## src/rtl/compactor_pkg.sv

```systemverilog
// compactor_pkg: shared widths, label codes, FSM state codes and FIFO entry layout for point_label_compactor
package compactor_pkg;
  localparam int ID_W = 19;
  localparam int COORD_W = 16;
  localparam int LABEL_W = 16;
  localparam logic [LABEL_W-1:0] LABEL_INSIDE = 16'd2;
  localparam logic [LABEL_W-1:0] LABEL_OUTSIDE = 16'd1;
  localparam int ENTRY_W = ID_W + 3 * COORD_W;
  typedef enum logic [1:0] {
    COLLECT = 2'd0,
    DRAIN   = 2'd1,
    TRAILER = 2'd2,
    ACK     = 2'd3
  } state_t;
  typedef struct packed {
    logic [ID_W-1:0]    id;
    logic [COORD_W-1:0] x;
    logic [COORD_W-1:0] y;
    logic [COORD_W-1:0] z;
  } entry_t;
  function automatic logic [ID_W-1:0] sat_inc(input logic [ID_W-1:0] v);
    return (&v) ? v : v + 1'b1;
  endfunction
endpackage

```

## src/rtl/compactor_fifo.sv

```systemverilog
// compactor_fifo: synchronous show-ahead FIFO, power-of-two depth, pointer-only flush on reset
module compactor_fifo #(
  parameter int DEPTH = 16,
  parameter int W = 67
) (
  input  logic                       clk_i,
  input  logic                       rst_i,
  input  logic                       push_i,
  input  logic                       pop_i,
  input  logic [W-1:0]               din_i,
  output logic [W-1:0]               head_o,
  output logic                       full_o,
  output logic                       empty_o,
  output logic [$clog2(DEPTH):0]     count_o
);
  localparam int AW = $clog2(DEPTH);
  logic [W-1:0] mem_q [DEPTH];
  logic [AW-1:0] wptr_q, rptr_q;
  logic [AW:0] count_q, count_d;
  logic wr, rd;
  assign wr = push_i && !full_o;
  assign rd = pop_i && !empty_o;
  assign full_o = count_q == (AW+1)'(DEPTH);
  assign empty_o = count_q == '0;
  assign count_o = count_q;
  assign head_o = mem_q[rptr_q];
  // occupancy after this cycle's push/pop
  always_comb count_d = count_q + {{AW{1'b0}}, wr} - {{AW{1'b0}}, rd};
  // pointers and occupancy; storage is not reset, pointers alone define contents
  always_ff @(posedge clk_i) begin
    if (rst_i) begin
      wptr_q <= '0;
      rptr_q <= '0;
      count_q <= '0;
    end else begin
      if (wr) mem_q[wptr_q] <= din_i;
      wptr_q <= wptr_q + AW'(wr);
      rptr_q <= rptr_q + AW'(rd);
      count_q <= count_d;
    end
  end
endmodule

```

## src/rtl/point_label_compactor.sv

```systemverilog
// point_label_compactor: keeps label-matching points, re-emits them densely with a per-frame count trailer (option COMPACTOR_STATS_EN adds drop/stall stats)
module point_label_compactor
  import compactor_pkg::*;
#(
  parameter int DEPTH = 16,
  parameter logic [LABEL_W-1:0] KEEP_LABEL = LABEL_INSIDE
) (
  input  logic                 i_SYSTEM_clk,
  input  logic                 i_SYSTEM_rst,
  input  logic                 in_valid,
  output logic                 in_ready,
  input  logic [ID_W-1:0]      in_id,
  input  logic [LABEL_W-1:0]   in_label,
  input  logic [COORD_W-1:0]   in_x,
  input  logic [COORD_W-1:0]   in_y,
  input  logic [COORD_W-1:0]   in_z,
  input  logic                 in_frame_done,
  output logic                 in_frame_ack,
  output logic                 out_valid,
  input  logic                 out_ready,
  output logic                 out_last,
  output logic [ID_W-1:0]      out_id,
  output logic [COORD_W-1:0]   out_x,
  output logic [COORD_W-1:0]   out_y,
  output logic [COORD_W-1:0]   out_z,
  output logic [ID_W-1:0]      o_kept_count,
  output logic [31:0]          o_status
`ifdef COMPACTOR_STATS_EN
  ,
  output logic [ID_W-1:0]      o_dropped_count,
  output logic [31:0]          o_stall_cycles
`endif
);
  localparam int CW = $clog2(DEPTH) + 1;
  state_t state_q, state_d;
  logic [ID_W-1:0] kept_q, kept_d, kept_count_q;
  logic [CW-1:0] occ;
  logic full, empty, accept, keep, trl, trl_hs, fifo_pop;
  entry_t head, din;
  logic [15:0] stat_hi;
  assign trl = state_q == TRAILER;
  assign trl_hs = trl && out_ready;
  assign in_ready = !i_SYSTEM_rst && state_q == COLLECT && !in_frame_done && !full;
  assign accept = in_valid && in_ready;
  assign keep = accept && in_label == KEEP_LABEL;
  assign fifo_pop = out_ready && !empty;
  assign din = '{id: in_id, x: in_x, y: in_y, z: in_z};
  compactor_fifo #(.DEPTH(DEPTH), .W(ENTRY_W)) u_fifo (
    .clk_i(i_SYSTEM_clk),
    .rst_i(i_SYSTEM_rst),
    .push_i(keep),
    .pop_i(fifo_pop),
    .din_i(din),
    .head_o(head),
    .full_o(full),
    .empty_o(empty),
    .count_o(occ)
  );
  assign out_valid = trl || !empty;
  assign out_last = trl;
  assign out_id = trl ? kept_q : (empty ? '0 : head.id);
  assign out_x = empty ? '0 : head.x;
  assign out_y = empty ? '0 : head.y;
  assign out_z = empty ? '0 : head.z;
  assign in_frame_ack = state_q == ACK;
  assign o_kept_count = kept_count_q;
  assign o_status = {stat_hi, 5'd0, 9'(occ), state_q};
  // frame sequencing; DRAIN leaves as soon as the final pop is under way
  always_comb
    state_d = (state_q == COLLECT && in_frame_done) ? DRAIN :
              (state_q == DRAIN && (empty || (occ == CW'(1) && fifo_pop))) ? TRAILER :
              (state_q == TRAILER && out_ready) ? ACK :
              (state_q == ACK) ? COLLECT : state_q;
  // kept counter clears once the trailer has carried it out
  always_comb kept_d = trl_hs ? '0 : keep ? sat_inc(kept_q) : kept_q;
  // state, live kept counter and last-frame kept count
  always_ff @(posedge i_SYSTEM_clk) begin
    if (i_SYSTEM_rst) begin
      state_q <= COLLECT;
      kept_q <= '0;
      kept_count_q <= '0;
    end else begin
      state_q <= state_d;
      kept_q <= kept_d;
      if (trl_hs) kept_count_q <= kept_q;
    end
  end
`ifdef COMPACTOR_STATS_EN
  logic [ID_W-1:0] drop_q, drop_count_q;
  logic [31:0] stall_q;
  assign o_dropped_count = drop_count_q;
  assign o_stall_cycles = stall_q;
  assign stat_hi = drop_q[15:0];
  // discarded-label and input-stall statistics, both saturating
  always_ff @(posedge i_SYSTEM_clk) begin
    if (i_SYSTEM_rst) begin
      drop_q <= '0;
      drop_count_q <= '0;
      stall_q <= '0;
    end else begin
      drop_q <= trl_hs ? '0 : (accept && in_label != KEEP_LABEL) ? sat_inc(drop_q) : drop_q;
      if (trl_hs) drop_count_q <= drop_q;
      if (in_valid && !in_ready && !(&stall_q)) stall_q <= stall_q + 32'd1;
    end
  end
`else
  assign stat_hi = '0;
`endif
endmodule

```

## config.mk

```make
export PLATFORM = sky130hd
export DESIGN_NAME = point_label_compactor
export DESIGN_NICKNAME = d
export VERILOG_FILES = /design/src/rtl/compactor_pkg.sv /design/src/rtl/compactor_fifo.sv /design/src/rtl/point_label_compactor.sv
export SDC_FILE = /design/constraint.sdc
export NUM_CORES = 1
export LEC_CHECK = 0
export BUFFER_PORTS_ARGS = -buffer_cell sky130_fd_sc_hd__buf_2
export CORE_MARGIN = 1
export CORE_UTILIZATION = 55
export CTS_CLUSTER_DIAMETER = 200
export DETAILED_ROUTE_END_ITERATION = 8
export MAX_ROUTING_LAYER = met4
export PLACE_DENSITY = 0.77
export SLEW_MARGIN = 10
export SYNTH_ARGS = -nofsm -noshare
export SYNTH_HDL_FRONTEND = slang
export SYNTH_SLANG_ARGS = --single-unit
export TNS_END_PERCENT = 100
```

## constraint.sdc

```tcl
create_clock -name i_SYSTEM_clk -period 9.75 [get_ports i_SYSTEM_clk]
set_input_delay 1.4625 -clock i_SYSTEM_clk [delete_from_list [all_inputs] [get_ports i_SYSTEM_clk]]
set_output_delay 1.4625 -clock i_SYSTEM_clk [all_outputs]
set_load 0.03 [all_outputs]
```

==> PnR_summary.wiki <==
{| class="wikitable"
! Metric !! Value
|-
| Number of buffers on the longest clock path || 3
|-
| Portion of netlist area occupied by mux cells || 0.165
|-
| CTS tree || yes
|-
| Yosys warns || 0
|-
| Share of final-layout standard cells stronger than drive strength 1 || 0.323
|-
| Number of nets in the finished design || 2231
|-
| Width of the chip || 282 microns
|-
| Critical Path Slowest Stage Cell || dfxtp_4
|-
| Sum of routed wire length over all layers || 101000 microns
|-
| Cell family contributing the most delay on the critical path || simple AND/OR/NAND/NOR gates
|-
| Pin count of the biggest net entering global routing || 149
|-
| Worst-path cell chain || buf_12 -> and2_1 -> a22oi_1 -> nand2_1 -> a22o_1 -> buf_2
|-
| Final design utilization || 0.630
|-
| Global-route wire length before repair || 144000 microns
|-
| Count of cell types in the netlist || 38
|-
| Total global-route track usage || 0.264
|-
| Synthesized instance count || 1899
|-
| Count of TritonRoute iterations in the first routing pass || 5
|-
| Worst setup path category || flop to primary output
|-
| Overall power consumption || 0.0121 W
|-
| Global placer's final weighted congestion || 0.753
|-
| Routed length per instance || 30.7 microns
|-
| Outcome || finished clean
|-
| Number of antenna violations at the first check in global routing || 19
|-
| Count of pins on the block boundary || 210
|-
| Vias in the first global route || 21800
|-
| Final total negative setup slack || 0 ns
|-
| Die Area || 79700 sq um
|-
| Core Region || 77600 sq um
|-
| Worst EP required || 8.29 ns
|-
| Grt ovf || 0
|-
| Setup repair after global routing missed its margin || false
|-
| Number of routed nets with antenna violations || 0
|-
| Fraction of synthesized cell area taken by the top area cell type || 0.745
|-
| Power density relative to cell area || 247 nW/um^2
|-
| Peak VDD IR || 0.228 mV
|-
| HP Class || flop to flop
|-
| Pre-CTS setup slack || 4.67 ns
|-
| Post-CTS clock slew at the launch and capture registers of the worst setup and hold paths || 0.06 ns
|-
| Largest fanout on the critical path || 148
|-
| CTS sink cnt || 1125
|-
| Area of all placed cells without fillers || 48900 sq um
|-
| Max Clock Skew || 0.0271 ns
|-
| Mean Syn Cell Area || 22.7 sq um
|-
| TritonCTS buffer count || 104
|-
| Static leakage || 15.4 nW
|-
| Final Cycle Share || 0.558
|-
| Combinational family with the most area after synthesis || multiplexers
|-
| Max Cap Violations || 0
|-
| Slowest stage delay, CP || 0.84 ns
|-
| Signal arrival time at the worst endpoint || 3.97 ns
|-
| Final setup viols || 0
|-
| Critical Path Start Type || flop
|-
| Number of port buffers || 184
|-
| Starting Density || 0.557
|-
| Count of final max-slew check failures || 0
|-
| Via count || 21000
|-
| Avg Vias per Cell || 6.39
|-
| Number of endpoints with negative hold slack in the final report || 0
|-
| Post-synthesis cell type with the largest combined area || edfxtp_1
|-
| Post-synthesis register bit count || 1125
|-
| Seq/Total Area, Yosys || 0.770
|-
| Endpoint class of the critical path || primary output
|-
| Synth Cell Area || 43200 sq um
|-
| Area delta synth->final || 13.1%
|-
| Floorplan die height || 282 microns
|-
| Total DRC errors in the routed layout || 0
|-
| Number of H-tree branching levels || 3
|-
| Number of buffers inserted by post-CTS setup repair || 0
|-
| Slew at the pin closest to its max-slew limit || 1.21 ns
|-
| Slew Limit Headroom || 0.193
|-
| Achievable Freq || 0.184 GHz
|-
| Post-Synth Adder-Cell Area || 0.00365
|-
| Final worst setup slack || 4.31 ns
|-
| Critical path buffers and inverters || 2
|-
| Hold buffer count at CTS || 0
|-
| Number of cells upsized or downsized after cts || 0
|-
| Detail Placement HPWL || 48500 microns
|-
| Clock insertion delay at the later pin of the skew report || 0.68 ns
|-
| Synth Area in Simple Gates || 0.0241
|-
| Compound-Gate Fraction of Synth Area || 0.0163
|-
| Placed inst area || 45300 sq um
|-
| Share of the synthesized netlist area taken by xor and xnor gates || 0.00406
|-
| Time the worst path needs with I/O delays and setup || 5.44 ns
|-
| Site row count || 102
|-
| Drt initial violations || 2546
|-
| Fillcell total || 5001
|-
| Cell types occupying the most area after synthesis || edfxtp_1, mux4_2, dfxtp_1
|-
| CTS Root Buffer Type || clkbuf_16
|}
## layout by cell type, fill, tap and decap left out, types with 9 or more instances in the layout
master / instances
clkbuf_1: 16
dfxtp_1: 49
nand2_1: 32
clkinv_1: 28
nand3_1: 11
mux4_2: 316
bufinv_16: 15
inv_1: 10
nor2_1: 37
conb_1: 25
edfxtp_1: 1072
clkbuf_16: 107
ha_1: 11
buf_4: 38
a22o_1: 37
clkinv_2: 19
diode_2: 19
buf_2: 184
a22oi_1: 38
xor2_1: 17
nor2b_1: 55
nor2_4: 12
nand4_1: 9
## layout make-up
class / count / area, sq um / area share
Tap cell: 1040 / 1300 / 0.0266
Clock inverter: 72 / 772 / 0.0158
Timing Repair Buffer: 225 / 1270 / 0.0259
Sequential cell: 1125 / 33300 / 0.681
Multi-Input combinational cell: 665 / 9440 / 0.193
Antenna cell: 19 / 47.5 / 0.000973
Inverter: 10 / 37.5 / 0.000768
Clock buffer: 123 / 2740 / 0.0560
## stage by stage
| step | hold WS, ns | instances |
|---|---|---|
| floorplan | 0.479 | 1923 |
| global placement | 0.455 | 3065 |
| detailed placement | 0.463 | 3065 |
| CTS | 0.477 | 3260 |
| global route | 0.487 | 3277 |
| finish | 0.472 | 3279 |
## final timing paths
| path | startpoint | to | slack, ns | cells after the start |
|---|---|---|---|---|
| max | u_fifo.rptr_q[1]$_SDFF_PP0_ | out_id[10] | 4.31 | 6 |
| min | o_kept_count[15]$_SDFFE_PP0P_ | o_kept_count[15]$_SDFFE_PP0P_ | 0.47 | 1 |
| max reg2reg | u_fifo.count_o[2]$_SDFF_PP0_ | u_fifo.mem_q[15][33]$_DFFE_PP_ | 5.93 | 8 |
| min reg2reg | o_kept_count[15]$_SDFFE_PP0P_ | o_kept_count[15]$_SDFFE_PP0P_ | 0.47 | 1 |
## routing by layer
| layer | track usage | vias up | share of wire |
|---|---|---|---|
| li1 | - | 8455 | - |
| met1 | 0.337 | 11000 | 0.37 |
| met2 | 0.422 | 1295 | 0.50 |
| met3 | 0.0615 | 191 | 0.10 |
| met4 | 0.0887 | 0 | 0.025 |
| met5 | - | - | 0 |
## state kept, by name (all words and copies together) (netlist names)
signal          flops
kept_q             19
o_kept_count       19
state_q             2
u_fifo.count_o      5
u_fifo.mem_q     1072
u_fifo.rptr_q       4
u_fifo.wptr_q       4
## where the power goes
part	internal [W]	switching, W
combinational	0.00108	0.00144
sequential	0.00530	0.0000793
clock	0.00241	0.00178
## cells in the mapped netlist, drive strengths merged
master     n
fa         1
or4        4
xnor2      3
nor4       4
nand3b     2
a22o      37
nor2b     58
o211ai     4
nand3     11
a21o       1
nand2b     6
ha        11
or2        1
buf       73
nand4      9
edfxtp  1072
nor3       7
inv       10
mux2i      3
o21ai      3
nor4b      2
mux4     316
nand2     32
and2       3
a22oi     38
and3       5
nor2      49
a21oi      8
dfxtp     53
conb       1
and4       3
xor2      17
clkbuf    50
or3        2
## cell families (layout without fill, tap and decap cells)
logic type	count (synthesis)	after routing
xor gates and xnor gates	20	20
DFF	1125	1125
muxes	319	319
and+or+nand+nor	198	198
buffers and inverters	133	430
AOI/OAI and AO/OA	91	91
adders and majority gates	12	12
other	1	44
(Power assumes the default switching activity.)
